[config.mk]
export PLATFORM = sky130hd
export DESIGN_NAME = inst_fetch_unit
export DESIGN_NICKNAME = d
export VERILOG_FILES = /design/src/rtl/inst_fetch_unit.sv
export SDC_FILE = /design/constraint.sdc
export NUM_CORES = 1
export LEC_CHECK = 0
export CELL_PAD_IN_SITES_DETAIL_PLACEMENT = 0
export CELL_PAD_IN_SITES_GLOBAL_PLACEMENT = 1
export CORE_MARGIN = 5
export CORE_UTILIZATION = 27
export DETAILED_ROUTE_END_ITERATION = 7
export PLACE_DENSITY = 0.74
export SKIP_LAST_GASP = 1
export SYNTH_ARGS = -nofsm -noshare
export SYNTH_HDL_FRONTEND = slang
export SYNTH_SLANG_ARGS = --single-unit
[constraint.sdc]
create_clock -name clk -period 2.1 [get_ports clk]
set_input_delay 0.315 -clock clk [delete_from_list [all_inputs] [get_ports clk]]
set_output_delay 0.315 -clock clk [all_outputs]
set_load 0.02 [all_outputs]
[src/rtl/inst_fetch_unit.sv]
`default_nettype none
// ============================================================================
// inst_fetch_unit : PC register plus req/ack fetch FSM feeding the op decoder
// Revision 1.0
// ============================================================================
module inst_fetch_unit #(
  parameter logic [31:0] RESET_PC = 32'h0000_0000,
  parameter int unsigned MAX_WAIT = 15
) (
  input  logic        clk,
  input  logic        rst,
  output logic        imem_req,
  output logic [31:0] imem_addr,
  input  logic        imem_ack,
  input  logic [31:0] imem_rdata,
  input  logic        stall,
  input  logic        pc_src,
  input  logic [31:0] pc_target,
  output logic [31:0] instr,
  output logic [6:0]  op,
  output logic [31:0] pc,
  output logic [31:0] pc_plus4,
  output logic        instr_valid,
  output logic        fetch_fault
);

  typedef enum logic [1:0] {
    S_FETCH = 2'd0,
    S_EXEC  = 2'd1,
    S_HALT  = 2'd2
  } state_t;

  localparam logic [31:0] NOP_INSTR = 32'h0000_0013;
  localparam logic [7:0]  WAIT_LAST = 8'(MAX_WAIT - 1);

  state_t      state_q, state_d;
  logic [31:0] pc_q, pc_d;
  logic [31:0] instr_q, instr_d;
  logic        fault_q, fault_d;
  logic [7:0]  wait_cnt_q, wait_cnt_d;

  always_ff @(posedge clk or posedge rst) begin
    if (rst) begin
      state_q    <= S_FETCH;
      pc_q       <= RESET_PC;
      instr_q    <= NOP_INSTR;
      fault_q    <= 1'b0;
      wait_cnt_q <= 8'd0;
    end else begin
      state_q    <= state_d;
      pc_q       <= pc_d;
      instr_q    <= instr_d;
      fault_q    <= fault_d;
      wait_cnt_q <= wait_cnt_d;
    end
  end

  always_comb begin
    state_d    = state_q;
    pc_d       = pc_q;
    instr_d    = instr_q;
    fault_d    = fault_q;
    wait_cnt_d = wait_cnt_q;
    case (state_q)
      S_FETCH: begin
        if (imem_ack) begin
          instr_d    = imem_rdata;
          wait_cnt_d = 8'd0;
          state_d    = S_EXEC;
        end else if (wait_cnt_q == WAIT_LAST) begin
          fault_d = 1'b1;
          state_d = S_HALT;
        end else begin
          wait_cnt_d = wait_cnt_q + 8'd1;
        end
      end
      S_EXEC: begin
        if (!stall) begin
          if (!pc_src) begin
            pc_d    = pc_q + 32'd4;
            state_d = S_FETCH;
          end else if (pc_target[1:0] == 2'b00) begin
            pc_d    = pc_target;
            state_d = S_FETCH;
          end else begin
            // Misaligned target: keep the faulting instruction's PC for debug
            fault_d = 1'b1;
            state_d = S_HALT;
          end
        end
      end
      S_HALT:  state_d = S_HALT;
      default: state_d = S_HALT;
    endcase
  end

  // Request is masked while reset is held so it rises only on release
  assign imem_req    = (state_q == S_FETCH) && !rst;
  assign imem_addr   = pc_q;
  assign instr       = instr_q;
  assign op          = instr_q[6:0];
  assign pc          = pc_q;
  assign pc_plus4    = pc_q + 32'd4;
  assign instr_valid = (state_q == S_EXEC);
  assign fetch_fault = fault_q;

endmodule
`default_nettype wire

==> summary.txt <==
Routing
  • Antenna-violating nets left: 0
  • 1st-pass router iterations: 4
  • WL per Instance: 17.22 um
  • Via count: 4200
  • DRC Markers: 0
  • Final Routed Wirelength: 15.07 mm
  • Number of DRC markers in iteration 0: 379
  • Detail-routed via count per cell: 4.800

Power and ir drop
  • Leak: 3.266 nW
  • Peak supply drop: 0.6538 mV
  • Combinational power share: 58.7%
  • Switch share: 39.91%
  • Sequential Power Share: 25.8%
  • Clock power share: 15.5%
  • Pwr dens: 1294 nW/um2
  • Internal cell power: 5.813 mW
  • Psw: 3.860 mW

Synthesis
  • Synthesized cell area: 4218 um2
  • Post-synth cell types: 49
  • Net count after synthesis: 482
  • Syn avg cell area: 10.29 um2
  • Fraction of registers with async set/reset: 100.0%
  • #FFs+latches synth: 75
  • EDFF count, synth: 0
  • Register area share after synthesis: 44.59%
  • Commonest register cell after synthesis: dfrtp_1
  • Cells after Synth: 410
  • Synth warn: 0

Timing
  • Max frequency: 452.2 MHz
  • Final Cycle Share: 105.3%
  • Worst Clk Skew: 0.007716 ns
  • Final Setup Violations: 15
  • Final worst slack: -0.1112 ns
  • Worst Tran Pin Value: 0.4200 ns
  • Hold Vio Cnt, Final: 0
  • Slew margin rel.: 72.00%
  • Crit path time final: 2.211 ns
  • Hold Worst Slack: 0.4528 ns
  • RSZ-0062 raised after global routing: true
  • Max Slew Vio Count: 0

Final layout
  • Share of layout cells above drive strength 1: 34.09%
  • Layout fillers: 1397
  • Final Util: 48.99%
  • Area grow syn2layout: 77.22%
  • Finished Layout Cells: 875
  • Nets: 730

CTS
  • H-tree Lvls: 3
  • CTS tree: done
  • Clock transition at path regs: 0.06 ns
  • Worst skew pair latency: 0.34 ns
  • CTS Buffer Depth: 2
  • Total CTS buffers: 9
  • Hold Buf Count CTS: 0
  • Clk sinks: 75
  • CTS Root Cell: clkbuf_16

Global routing
  • Initial antenna violation count: 1
  • Largest net degree at the start of global routing: 76
  • Vias in the first global route: 4296
  • Total GRT Usage: 16.31%
  • First-pass GRT wire length: 23.36 mm
  • Total gr overflow: 0

Setup path
  • Critical Path Source Type: flop
  • CP Capture Type: primary output
  • Worst Path Arrival: 1.90 ns
  • Critical Path RT: 1.78 ns
  • Crit-path max FO: 5
  • Crit path kind: reg -> out

Placed design
  • Hpwl dp: 11.30 mm
  • I/O Buffers: 206
  • Post-Place Cells: 840
  • Final Wtd Congestion: 0.8409

Floorplan
  • Initial Util: 27.64%
  • Die Wd: 135.0 um
  • Core area: 15260 um2
  • Die area: 18220 um2
  • Row cnt: 45
  • Die height: 135.0 um
  • I/O pins: 207

Run status
  • Status: finished, violations left
  • Failing checks: setup timing

Hold path
  • Worst min-delay path class: in -> async

Job
  • Max Cap Viol: 0
## synth_stat cells, types with 4 or more instances
cell type | count | share of area [%]
nor3_1 | 9 | 1.1
nand4_1 | 13 | 1.9
o311ai_0 | 5 | 1.0
buf_2 | 12 | 1.4
a221o_1 | 15 | 3.6
and4_1 | 5 | 1.0
and2_1 | 5 | 0.74
buf_4 | 43 | 7.7
xnor2_1 | 24 | 5.0
and3_1 | 15 | 2.2
a21o_1 | 9 | 1.6
mux2_2 | 32 | 8.5
nand3_1 | 16 | 1.9
dfrtp_1 | 72 | 43
o21ai_0 | 18 | 2.1
nand2_1 | 23 | 2.0
a21oi_1 | 10 | 1.2
xor2_1 | 6 | 1.2
clkbuf_1 | 8 | 0.71
inv_1 | 7 | 0.62
nor2_1 | 21 | 1.9
a22o_1 | 4 | 0.83
## cells by family (layout without fill, tap and decap cells)
logic type	count (synthesis)	count (layout)	share of synthesized area, %
adder cells (fa/ha/maj)	3	3	0.8900
XOR/XNOR	30	30	6.230
flip-flops	75	75	44.59
AND/OR/NAND/NOR	126	126	16.52
multiplexers	33	33	8.781
other	0	1	0
AO/OA/AOI/OAI	73	73	12.58
buffers and inverters	70	323	10.41
## routing by layer
layer / track usage (%) / part of all wire, %
met2: 26.71 / 48
met4: 6.663 / 2.3
met5: 0 / 0
met1: 20.85 / 42
met3: 3.651 / 6.9
## area by class of cell
type | instances | area (um2) | share of cell area, %
tap | 211 | 264.0 | 3.532
timing repair buffer | 300 | 2818 | 37.70
sequential | 75 | 1887 | 25.24
clock buffer | 11 | 252.7 | 3.381
multi-input combinational | 265 | 2183 | 29.21
inverter | 7 | 30.03 | 0.4017
antenna | 1 | 2.502 | 0.03348
clock inverter | 5 | 37.54 | 0.5022
## layout by cell type (no fill, tap or decap), drive strengths merged, types with 6 or more instances in the layout
| master | count |
|---|---|
| a21oi | 10 |
| nor3 | 9 |
| a21o | 9 |
| buf | 117 |
| xnor2 | 24 |
| nand2 | 23 |
| nand3 | 18 |
| a221o | 15 |
| inv | 6 |
| o21ai | 18 |
| dfrtp | 72 |
| clkbuf | 11 |
| nand4 | 14 |
| xor2 | 6 |
| and3 | 15 |
| mux2 | 32 |
| nor2 | 22 |
| clkdlybuf4s50 | 177 |
## per-stage QoR
stage | cell area (um2) | power, mW | setup TNS, ns | worst slack, ns
after detailed placement | 6825 | 8.048 | -6.070 | -0.2450
after global routing | 7475 | 10.19 | -2.928 | -0.2132
after floorplan | 4282 | 5.376 | 0 | 0.002404
after CTS | 7289 | 9.637 | -1.514 | -0.1630
final | 7475 | 9.673 | -1.197 | -0.1112
after global placement | 6825 | 7.961 | -4.646 | -0.2319
## power groups by stage
stage | clock (mW) | combinational, mW | sequential, mW
global placement | 0 | 5.51 | 2.45
CTS | 1.54 | 5.62 | 2.48
global route | 1.61 | 6.00 | 2.59
detailed placement | 0 | 5.55 | 2.50
floorplan | 0 | 2.12 | 3.26
finish | 1.50 | 5.68 | 2.50
## flip-flops by register name, summed over array words and instances, names as in the netlist
name,count
state_q,2
instr,32
imem_addr,32
wait_cnt_q,8
fetch_fault,1
## worst paths after layout
kind | endpoint | cells after the start | start | slack, ns
max | pc_plus4[17] | 6 | imem_addr[6] | -0.11
min | wait_cnt_q[6] | 3 | rst | 0.45
max reg2reg | imem_addr[20] | 7 | imem_addr[6] | 0.09
min reg2reg | fetch_fault | 1 | fetch_fault | 0.50
max in group asynchronous | instr[1] | 3 | rst | 1.28
min in group clk | fetch_fault | 1 | fetch_fault | 0.50
## critical path, stage by stage, from the launching register on
cell and delay (ns):
dfrtp_1 0.43, and4_4 0.26, and4_4 0.23, buf_6 0.12
and4_4 0.23, xor2_1 0.13, buf_4 0.16
## timing repair
action | CTS | global route
setup endpoints to repair | 29 | 27
resized for setup | 154 | 34
gates cloned | 1 | 0
pin swaps | 26 | 25
buffers inserted | 13 | 8
No activity file was read; power rests on OpenSTA's default activity.
